File: src/rtl/crc_encode_sched.sv
// Round-robin scheduler sharing one crc4encoder among NREQ requesters; returns CRC, id and timeout flag.
// Latency: response valid DATAWIDTH+2 edges after acceptance with a default encoder (TIMEOUT+1 when stuck).
// Backpressure: a held response (rsp_ready low) blocks all new grants; req_ready only asserts in IDLE.
module crc_encode_sched #(
    parameter int NREQ      = 4,
    parameter int DATAWIDTH = 10,
    parameter int CRCWIDTH  = 4,
    parameter int TIMEOUT   = 31
) (
    input  logic                          clk,
    input  logic                          reset,
    input  logic [NREQ-1:0]               req_valid,
    output logic [NREQ-1:0]               req_ready,
    input  logic [NREQ*DATAWIDTH-1:0]     req_data,
    input  logic [NREQ*(CRCWIDTH+1)-1:0]  req_poly,
    output logic                          rsp_valid,
    input  logic                          rsp_ready,
    output logic [$clog2(NREQ)-1:0]       rsp_id,
    output logic [CRCWIDTH-1:0]           rsp_crc,
    output logic                          rsp_err,
    output logic                          enc_ctrlen,
    output logic [DATAWIDTH-1:0]          enc_datain,
    output logic [CRCWIDTH:0]             enc_genpoly,
    input  logic [CRCWIDTH-1:0]           enc_crcseq,
    input  logic                          enc_crcready,
    output logic                          busy,
    output logic                          timeout_err
);

    localparam int IDW = $clog2(NREQ);
    localparam int CW  = $clog2(TIMEOUT + 1);

    localparam logic [1:0] ST_IDLE = 2'd0;
    localparam logic [1:0] ST_LOAD = 2'd1;
    localparam logic [1:0] ST_RUN  = 2'd2;
    localparam logic [1:0] ST_RESP = 2'd3;

    localparam logic [CW-1:0]  CNT_MAX  = CW'(TIMEOUT);
    localparam logic [CW-1:0]  CNT_LAST = CW'(TIMEOUT - 1);
    localparam logic [IDW-1:0] ID_LAST  = IDW'(NREQ - 1);

    logic [1:0]           state_q, state_d;
    logic [IDW-1:0]       ptr_q, ptr_d;
    logic [IDW-1:0]       id_q, id_d;
    logic [DATAWIDTH-1:0] dat_q, dat_d;
    logic [CRCWIDTH:0]    poly_q, poly_d;
    logic [CW-1:0]        cnt_q, cnt_d;
    logic                 seen_busy_q, seen_busy_d;
    logic [CRCWIDTH-1:0]  crc_q, crc_d;
    logic                 err_q, err_d;
    logic                 terr_q, terr_d;

    logic                 gnt_vld;
    logic [IDW-1:0]       gnt_idx;
    logic [DATAWIDTH-1:0] gnt_dat;
    logic [CRCWIDTH:0]    gnt_poly;
    logic [IDW:0]         scan;

    // Round-robin search from the pointer, then mux out the winner's payload and ready.
    always_comb begin
        gnt_vld   = 1'b0;
        gnt_idx   = '0;
        gnt_dat   = '0;
        gnt_poly  = '0;
        scan      = '0;
        req_ready = '0;
        for (int k = 0; k < NREQ; k++) begin
            scan = {1'b0, ptr_q} + (IDW+1)'(k);
            if (scan >= (IDW+1)'(NREQ)) begin
                scan = scan - (IDW+1)'(NREQ);
            end
            if (!gnt_vld && req_valid[scan[IDW-1:0]]) begin
                gnt_vld = 1'b1;
                gnt_idx = scan[IDW-1:0];
            end
        end
        for (int m = 0; m < NREQ; m++) begin
            if (gnt_vld && gnt_idx == IDW'(m)) begin
                gnt_dat      = req_data[m*DATAWIDTH +: DATAWIDTH];
                gnt_poly     = req_poly[m*(CRCWIDTH+1) +: CRCWIDTH+1];
                req_ready[m] = (state_q == ST_IDLE);
            end
        end
    end

    // Job sequencing: accept, strobe the encoder, wait for busy-then-idle or timeout, hold response.
    always_comb begin
        state_d     = state_q;
        ptr_d       = ptr_q;
        id_d        = id_q;
        dat_d       = dat_q;
        poly_d      = poly_q;
        cnt_d       = cnt_q;
        seen_busy_d = seen_busy_q;
        crc_d       = crc_q;
        err_d       = err_q;
        terr_d      = terr_q;
        case (state_q)
            ST_IDLE: begin
                if (gnt_vld) begin
                    dat_d   = gnt_dat;
                    poly_d  = gnt_poly;
                    id_d    = gnt_idx;
                    ptr_d   = (gnt_idx == ID_LAST) ? '0 : gnt_idx + 1'b1;
                    state_d = ST_LOAD;
                end
            end
            ST_LOAD: begin
                cnt_d       = '0;
                seen_busy_d = 1'b0;
                state_d     = ST_RUN;
            end
            ST_RUN: begin
                cnt_d       = (cnt_q == CNT_MAX) ? cnt_q : cnt_q + 1'b1;
                seen_busy_d = seen_busy_q | ~enc_crcready;
                // An idle flag before the encoder has gone busy is stale from the previous job.
                if (seen_busy_q && enc_crcready) begin
                    crc_d   = enc_crcseq;
                    err_d   = 1'b0;
                    state_d = ST_RESP;
                end else if (cnt_q >= CNT_LAST) begin
                    crc_d   = '0;
                    err_d   = 1'b1;
                    terr_d  = 1'b1;
                    state_d = ST_RESP;
                end
            end
            ST_RESP: begin
                if (rsp_ready) begin
                    state_d = ST_IDLE;
                end
            end
            default: state_d = ST_IDLE;
        endcase
    end

    // State and datapath registers; async reset abandons any job in flight.
    always_ff @(posedge clk or posedge reset) begin
        if (reset) begin
            state_q     <= ST_IDLE;
            ptr_q       <= '0;
            id_q        <= '0;
            dat_q       <= '0;
            poly_q      <= '0;
            cnt_q       <= '0;
            seen_busy_q <= 1'b0;
            crc_q       <= '0;
            err_q       <= 1'b0;
            terr_q      <= 1'b0;
        end else begin
            state_q     <= state_d;
            ptr_q       <= ptr_d;
            id_q        <= id_d;
            dat_q       <= dat_d;
            poly_q      <= poly_d;
            cnt_q       <= cnt_d;
            seen_busy_q <= seen_busy_d;
            crc_q       <= crc_d;
            err_q       <= err_d;
            terr_q      <= terr_d;
        end
    end

    assign rsp_valid   = (state_q == ST_RESP);
    assign rsp_id      = id_q;
    assign rsp_crc     = crc_q;
    assign rsp_err     = err_q;
    assign enc_ctrlen  = (state_q == ST_LOAD);
    assign enc_datain  = dat_q;
    assign enc_genpoly = poly_q;
    assign busy        = (state_q != ST_IDLE);
    assign timeout_err = terr_q;

endmodule
File: config.mk
export PLATFORM = sky130hd
export DESIGN_NAME = crc_encode_sched
export DESIGN_NICKNAME = d
export VERILOG_FILES = /design/src/rtl/crc_encode_sched.sv
export SDC_FILE = /design/constraint.sdc
export NUM_CORES = 1
export LEC_CHECK = 0
export CAP_MARGIN = 10
export CORE_MARGIN = 10
export CORE_UTILIZATION = 31
export CTS_CLUSTER_DIAMETER = 120
export DETAILED_ROUTE_END_ITERATION = 8
export PLACE_DENSITY = 0.73
export SLEW_MARGIN = 20
export SYNTH_ARGS = -nofsm -noshare
export SYNTH_HDL_FRONTEND = slang
export SYNTH_SLANG_ARGS = --single-unit
File: constraint.sdc
create_clock -name clk -period 2.4 [get_ports clk]
set_clock_uncertainty 0.2 [all_clocks]
set_input_delay 0.48 -clock clk [delete_from_list [all_inputs] [get_ports clk]]
set_output_delay 0.48 -clock clk [all_outputs]
set_load 0.02 [all_outputs]
==> PnR_summary.wiki, run 1 <==
{| class="wikitable"
! Metric !! Value
|-
| Share of synthesized cell area in and, or, nand and nor gates || 15.2%
|-
| N_diodes || 0
|-
| Yosys warning total || 0
|-
| Wire length of the first global-routing pass || 12200 µm
|-
| Buffer type at the clock tree root || clkbuf_8
|-
| Kind of end point of the critical path || output pin
|-
| Antenna violations before repair || 0
|-
| Cell seen most often among critical-path stages || buf_4
|-
| Number of sinks handled by clock tree synthesis || 33
|-
| Core Box Area || 0.00687 mm²
|-
| Via count of the first global-routing pass || 2455
|-
| Count of flip-flops with a built-in enable after synthesis || 0
|-
| Share of cells above drive strength 1 || 21.3%
|-
| Total congestion overflow after global routing || 0
|-
| Data required time of the worst path || 1720 ps
|-
| Clock transition at the registers of the reported paths || 60 ps
|-
| Peak ir drop on the vdd network || 0.421 mV
|-
| Violated checks || setup timing
|-
| Final wirelength || 7610 µm
|-
| Placer's final routability congestion estimate || 0.712
|-
| Netlist area before placement || 0.00221 mm²
|-
| Final worst path period share || 104%
|-
| Top-level port count || 102
|-
| Kind of launch point of the worst setup path || primary input
|-
| Worst min-delay path category || register to register
|-
| Register bit count reported by yosys || 33
|-
| Status || finished, violations left
|-
| Number of DRC violations after detailed-routing iteration 0 || 86
|-
| Proportion of register bits with asynchronous set or reset after synthesis || 100%
|-
| Setup violation total in the final timing report || 4
|-
| Power Dens Cells || 1170 mW/mm²
|-
| Vias || 2292
|-
| Final Core Density || 53.8%
|-
| Clock tree from TritonCTS || yes
|-
| Count of final max-slew check failures || 0
|-
| Dominant register cell in the synthesized netlist || dfrtp_1
|-
| Wire length per cell after detailed routing || 16.4 µm
|-
| Normalized max-slew margin || 69.3%
|-
| Post-synth net total || 327
|-
| Cell-by-cell listing of the critical path || dlygate4sd2_1 > buf_4 > a311oi_2 > buf_4 > or2_4 > ha_2 > and2_1 > buf_6
|-
| Leakage dissipation || 1.62 nW
|-
| Worst setup margin || -90.3 ps
|-
| PortBufs || 101
|-
| Hold violation count in the final report || 0
|-
| Deepest level of the CTS H-tree || 2
|-
| Total number of placement rows || 30
|-
| Max cap viols || 0
|-
| Number of nets at the end of the flow || 450
|-
| Max incr delay on CP || 260 ps
|-
| Count of distinct cell types in the synthesized netlist || 43
|-
| Clock latency reported for the late side of the worst-skew pair || 280 ps
|-
| Overall global routing resource usage || 13.5%
|-
| Mux cell area share after synthesis || 1.19%
|-
| Post-detailed-route count of antenna-violating nets || 0
|-
| Number of iterations in the first detailed-routing pass || 6
|-
| Largest buffer count on any clock path || 2
|-
| Worst-case setup slack after placement || -888 ps
|-
| Syn Area/Cell || 9.08 µm²
|-
| Sequential-to-total area share from yosys stat || 37.4%
|-
| Path depth of the worst reg2reg path || 9
|-
| Vias/cell || 4.95
|-
| Die width || 104 µm
|-
| Unrepaired setup endpoints after global routing || yes
|-
| Remaining routing DRC violations || 0
|-
| Number of standard cells in the layout, taps in and fillers out || 463
|-
| Hold-fix buffers, CTS || 0
|-
| Critical setup path kind || primary input to output pin
|-
| Maximum net fanout on the critical path || 3
|-
| Starting density of the core || 32.1%
|-
| Least-Margin Pin Slew || 455 ps
|-
| Cts bufs inserted || 5
|-
| Clock period minus final worst setup slack || 2490 ps
|-
| Data arrival, critical path || 1810 ps
|-
| Instance count along the most critical hold path || 1
|-
| Post-synthesis share of cell area spent on full adders, half adders and majority gates || 6.81%
|-
| HPWL after DPL || 5840 µm
|-
| Syn Inst Count || 243
|-
| Dominant combinational cell family by area after synthesis || compound AO/OA/AOI/OAI gates
|-
| Max Clk Rate || 402 MHz
|-
| Xor and xnor fraction of the mapped netlist area || 0%
|-
| Number of placed instances, taps included || 452
|-
| Area fraction in compound gates after synthesis || 30.5%
|-
| Total design power || 4.33 mW
|-
| Chip Height || 104 µm
|-
| Maximum number of pins on one net before global-route repair || 34
|-
| Area enclosed by the die boundary || 0.0109 mm²
|-
| Synthesis-to-layout area growth || 67.5%
|-
| Slowest stage cell, crit path || dlygate4sd2_1
|}
==> cells in the mapped netlist, types with 2 or more instances <==
library cell,number,area (µm²)
nor2_1,20,75.1
o41a_1,2,22.5
inv_1,27,101
a21o_1,2,15.0
buf_2,5,25.0
o21ai_0,2,10.0
clkbuf_1,7,26.3
and3_1,2,12.5
a21oi_2,12,105
nand3b_1,15,113
nand2b_1,2,12.5
a221o_1,15,150
nand2_1,7,26.3
ha_1,12,150
dfrtp_1,33,826
nor2b_1,4,25.0
a22o_1,6,52.6
and2_1,5,31.3
a21oi_1,41,205
==> cells in the final DEF (no fill, tap or decap), types with 2 or more instances in the layout <==
cell,count
a21o_1,2
nand3b_1,15
o21ai_0,2
clkdlybuf4s50_1,92
a22o_1,6
nor2b_1,2
buf_6,6
a21oi_2,13
nor2_2,2
buf_4,29
nand2b_4,2
nor2_1,18
and2_1,3
clkbuf_8,6
ha_1,9
dfrtp_1,33
inv_1,27
a221o_1,15
ha_4,2
nand2_1,7
and2_4,2
a21oi_1,39
o41a_1,2
dlygate4sd2_1,2
and3_1,2
buf_2,2
==> path summary, 6_finish.rpt <==
check                                  start             to  slack [ps]
worst max-delay path            req_valid[3]   req_ready[1]         -90
worst min-delay path             timeout_err    timeout_err         270
worst max register to register      ptr_q[1]  enc_datain[9]          90
worst min register to register   timeout_err    timeout_err         270
max in group asynchronous              reset     state_q[0]        1290
min in group asynchronous              reset     rsp_crc[3]         400
==> worst max-delay path, delay by kind of cell <==
kind / cells / cell delay (ps)
AOI/OAI and AO/OA: 1 / 170
adders and majority gates: 1 / 180
buffers and inverters: 4 / 700
and+or+nand+nor: 2 / 280
==> kinds of logic after synthesis <==
kind of cell / after synthesis
AO/OA/AOI/OAI: 92
adder cells (fa/ha/maj): 12
buffers and inverters: 43
flip-flops: 33
multiplexers: 2
AND/OR/NAND/NOR: 61
==> registers in the layout (all words and copies together) (netlist names) <==
register	flops
timeout_err	1
rsp_err	1
enc_genpoly	5
rsp_id	2
seen_busy_q	1
ptr_q	2
enc_datain	10
rsp_crc	4
cnt_q	5
state_q	2
==> repair_timing <==
item / in CTS / in global routing
endpoints found under the setup margin: 20 / 19
pin swaps: 7 / 2
gates resized for setup: 53 / 4
setup buffers: 2 / 1
gates cloned: 0 / 0
==> final cells by class <==
| class | instances | area [µm²] |
|---|---|---|
| fillers | 632 | 3170 |
| multi-input cells | 167 | 1290 |
| repair buffers | 132 | 1240 |
| flip-flops and latches | 33 | 826 |
| well taps | 96 | 120 |
| inverters | 27 | 101 |
| clock buffers | 7 | 86.3 |
| clock inverters | 1 | 30.0 |
==> layer usage <==
| layer | share of wire, % | routed length, µm | up-vias | track usage, % |
|---|---|---|---|---|
| li1 | - | - | 1113 | - |
| met2 | 49 | 3710 | 91 | 23.5 |
| met1 | 39 | 2970 | 1077 | 13.8 |
| met5 | 0 | 0 | - | 0 |
| met4 | 1.2 | 93 | 0 | 3.78 |
| met3 | 11 | 839 | 11 | 6.88 |
==> power breakdown <==
| part | switching (mW) | internal, mW | leakage, nW | total (mW) |
|---|---|---|---|---|
| Combinational | 1.43 | 1.36 | 1.16 | 2.79 |
| Sequential | 0.164 | 0.820 | 0.398 | 0.984 |
| Clock | 0.216 | 0.339 | 0.0585 | 0.555 |
| Total | 1.81 | 2.52 | 1.62 | 4.33 |
==> through the flow <==
stage	TNS (ps)	instance area, µm²	hold slack (ps)
floorplan	-72.7	2230	305
global placement	-11400	3470	242
detailed placement	-12170	3470	248
CTS	-358	3680	264
global route	-609	3690	309
finish	-343	3690	271
(Power assumes the default switching activity.)
==> run 2: changes to the inputs <==
--- a/config.mk
+++ b/config.mk
@@ -10,6 +10,7 @@
 export CORE_UTILIZATION = 31
 export CTS_CLUSTER_DIAMETER = 120
 export DETAILED_ROUTE_END_ITERATION = 8
+export GPL_TIMING_DRIVEN = 0
 export PLACE_DENSITY = 0.73
 export SLEW_MARGIN = 20
 export SYNTH_ARGS = -nofsm -noshare
==> run 2 against run 1 <==
  * Worst setup slack worse by 150 ps
  * Core utilization increased by 0.47 points
  * Sequential power grew 4%
  * Non-clock buffer count fell by 5
  * Largest cell class unchanged
  * The flow still finishes with violations (setup timing)
  * Sequential share of layout area shrank 0.16 points
  * Hold slack worse by 11 ps
==> PnR_summary.wiki, run 2 (synthesis gave the netlist of run 1 again) <==
{| class="wikitable"
! Metric !! Value
|-
| Worst path top cell family by delay || simple AND/OR/NAND/NOR gates
|-
| Unrepaired setup endpoints after global routing || yes
|-
| Final Cell Area || 0.00373 mm² (+0.88%)
|-
| Worst setup margin || -241 ps (-151 ps)
|-
| Final Core Density || 54.3% (+0.47 points)
|-
| Leakage dissipation || 1.60 nW (-1.5%)
|-
| Violated checks || setup timing
|-
| Cts bufs inserted || 5 (unchanged)
|-
| Maximum number of pins on one net before global-route repair || 34 (unchanged)
|-
| Number of iterations in the first detailed-routing pass || 4 (-2)
|-
| Remaining routing DRC violations || 0 (unchanged)
|-
| Share of cells above drive strength 1 || 21.8% (+0.57 points)
|-
| Relative contribution of sequential cells to total power || 22.7% (about the same)
|-
| Top-level port count || 102 (unchanged)
|-
| Status || finished, violations left
|-
| Number of nets at the end of the flow || 445 (-1.1%)
|-
| Clock period minus final worst setup slack || 2640 ps (+151 ps)
|-
| PortBufs || 101 (unchanged)
|-
| Max incr delay on CP || 370 ps (+110 ps)
|-
| Number of DRC violations after detailed-routing iteration 0 || 54 (-37%)
|-
| Count of final max-slew check failures || 0 (unchanged)
|-
| Clock network fraction of design power || 12.3% (-0.5 points)
|-
| Data required time of the worst path || 1720 ps (about the same)
|-
| Kind of launch point of the worst setup path || primary input
|-
| Overall global routing resource usage || 14.1% (+0.57 points)
|-
| Vias || 2282 (-0.44%)
|-
| Final wirelength || 7780 µm (+2.3%)
|-
| Post-place instance area || 0.00336 mm² (-3.2%)
|-
| Deepest level of the CTS H-tree || 2 (unchanged)
|-
| Cell-by-cell listing of the critical path || buf_2 > nor2b_4 > o21a_4 > or3_4 > ha_4 > clkbuf_16 > and2_4 > buf_6
|-
| Hold-fix buffers, CTS || 0 (unchanged)
|-
| Starting density of the core || 32.1% (unchanged)
|-
| Worst-case setup slack after placement || -1260 ps (-375 ps)
|-
| Max cap viols || 0 (unchanged)
|-
| Normalized max-slew margin || 53.2% (-16 points)
|-
| Worst path depth || 8 (unchanged)
|-
| Power Dens Cells || 1200 mW/mm² (+2.6%)
|-
| Worst min-delay path category || register to register
|-
| Commonest cells after routing, fill and taps aside || 92 x clkdlybuf4s50_1, 37 x a21oi_1, 32 x dfrtp_1
|-
| HPWL after DPL || 5930 µm (+1.6%)
|-
| Clock latency reported for the late side of the worst-skew pair || 290 ps (about the same)
|-
| Via count of the first global-routing pass || 2537 (+3.3%)
|-
| Post-detailed-route count of antenna-violating nets || 0 (unchanged)
|-
| Logic pwr share || 65.0% (+0.5 points)
|-
| Critical setup path kind || primary input to output pin
|-
| Clock transition at the registers of the reported paths || 70 ps (about the same)
|-
| Placer's final routability congestion estimate || 0.829 (+16%)
|-
| Number of buffers and inverters on the critical path || 3 (-1)
|-
| Die width || 104 µm (unchanged)
|-
| Setup TNS || -758 ps (-415 ps)
|-
| Path depth of the worst reg2reg path || 9 (unchanged)
|-
| Kind of end point of the critical path || output pin
|-
| Antenna violations before repair || 0 (unchanged)
|-
| Vias/cell || 4.98 (+0.65%)
|-
| Peak ir drop on the vdd network || 0.509 mV (+21%)
|-
| Data arrival, critical path || 1960 ps (+150 ps)
|-
| Setup violation total in the final timing report || 4 (unchanged)
|-
| N_diodes || 0 (unchanged)
|-
| Clock tree from TritonCTS || yes
|-
| Hold violation count in the final report || 0 (unchanged)
|-
| Least-Margin Pin Slew || 700 ps (+245 ps)
|-
| Leading cell type in the layout, fill and taps excluded || clkdlybuf4s50_1
|-
| Max reg flops || 10 (unchanged)
|-
| Slowest stage cell, crit path || or3_4
|-
| Design internal power || 2.61 mW (+3.6%)
|-
| Switching share of power || 41.7% (about the same)
|-
| Sw power || 1.87 mW (+3.4%)
|-
| Total number of placement rows || 30 (unchanged)
|-
| Chip Height || 104 µm (unchanged)
|-
| Core Box Area || 0.00687 mm² (unchanged)
|-
| Total congestion overflow after global routing || 0 (unchanged)
|-
| Wire length of the first global-routing pass || 12900 µm (+5.5%)
|-
| Max Clk Rate || 379 MHz (-5.7%)
|-
| Synthesis-to-layout area growth || 69.0%
|-
| Buffer type at the clock tree root || clkbuf_8
|-
| Area enclosed by the die boundary || 0.0109 mm² (unchanged)
|-
| Final worst path period share || 110% (+6.3 points)
|-
| Wire length per cell after detailed routing || 17.0 µm (+3.4%)
|-
| Number of sinks handled by clock tree synthesis || 33 (unchanged)
|-
| Largest buffer count on any clock path || 2 (unchanged)
|-
| Instance count along the most critical hold path || 1 (unchanged)
|-
| Maximum net fanout on the critical path || 6 (+3)
|}
## run 2: final cells by class
cell class / count / area (µm²)
sequential: 33 / 827
clock buffer: 6 / 82.6
fill: 625 / 3140
multi-input combinational: 167 / 1320
tap: 96 / 120
clock inverter: 2 / 37.5
timing repair buffer: 114 / 1100
buffer: 13 / 130
inverter: 27 / 101
## run 2: layer usage
metal	track usage [%]	part of all wire (%)
met5	0	0
met4	3.68	0.85
met3	6.13	10
met2	24.4	49
met1	15.1	41
## run 2: worst paths after layout
check,slack [ps],endpoint,start
worst min register to register,260,timeout_err,timeout_err
worst min-delay path,260,timeout_err,timeout_err
min in group asynchronous,420,rsp_id[1],reset
worst max register to register,70,enc_genpoly[2],ptr_q[0]
worst max-delay path,-240,req_ready[2],req_valid[2]
max in group asynchronous,1100,ptr_q[1],reset
## run 2: power by group through the flow
stage / Sequential (mW) / Combinational (mW) / Clock (mW)
2_1_floorplan: 1.20 / 1.47 / 0
3_3_place_gp: 0.998 / 2.59 / 0
5_1_grt: 1.05 / 3.16 / 0.592
4_1_cts: 1.01 / 2.86 / 0.570
6_report: 1.02 / 2.91 / 0.552
3_5_place_dp: 1.01 / 2.63 / 0
## run 2: per-stage QoR
step                      hold slack (ps)  cells  power [mW]
after CTS                             263    455        4.44
final                                 260    458        4.48
after global routing                  273    458        4.80
after global placement                244    440        3.58
after floorplan                       305    243        2.67
after detailed placement              247    440        3.64
## run 2: timing repair
item | 4_1_cts | 5_1_grt
setup buffers | 10 | 3
gates resized for setup | 72 | 12
pin swaps | 9 | 4
endpoints found under the setup margin | 20 | 19
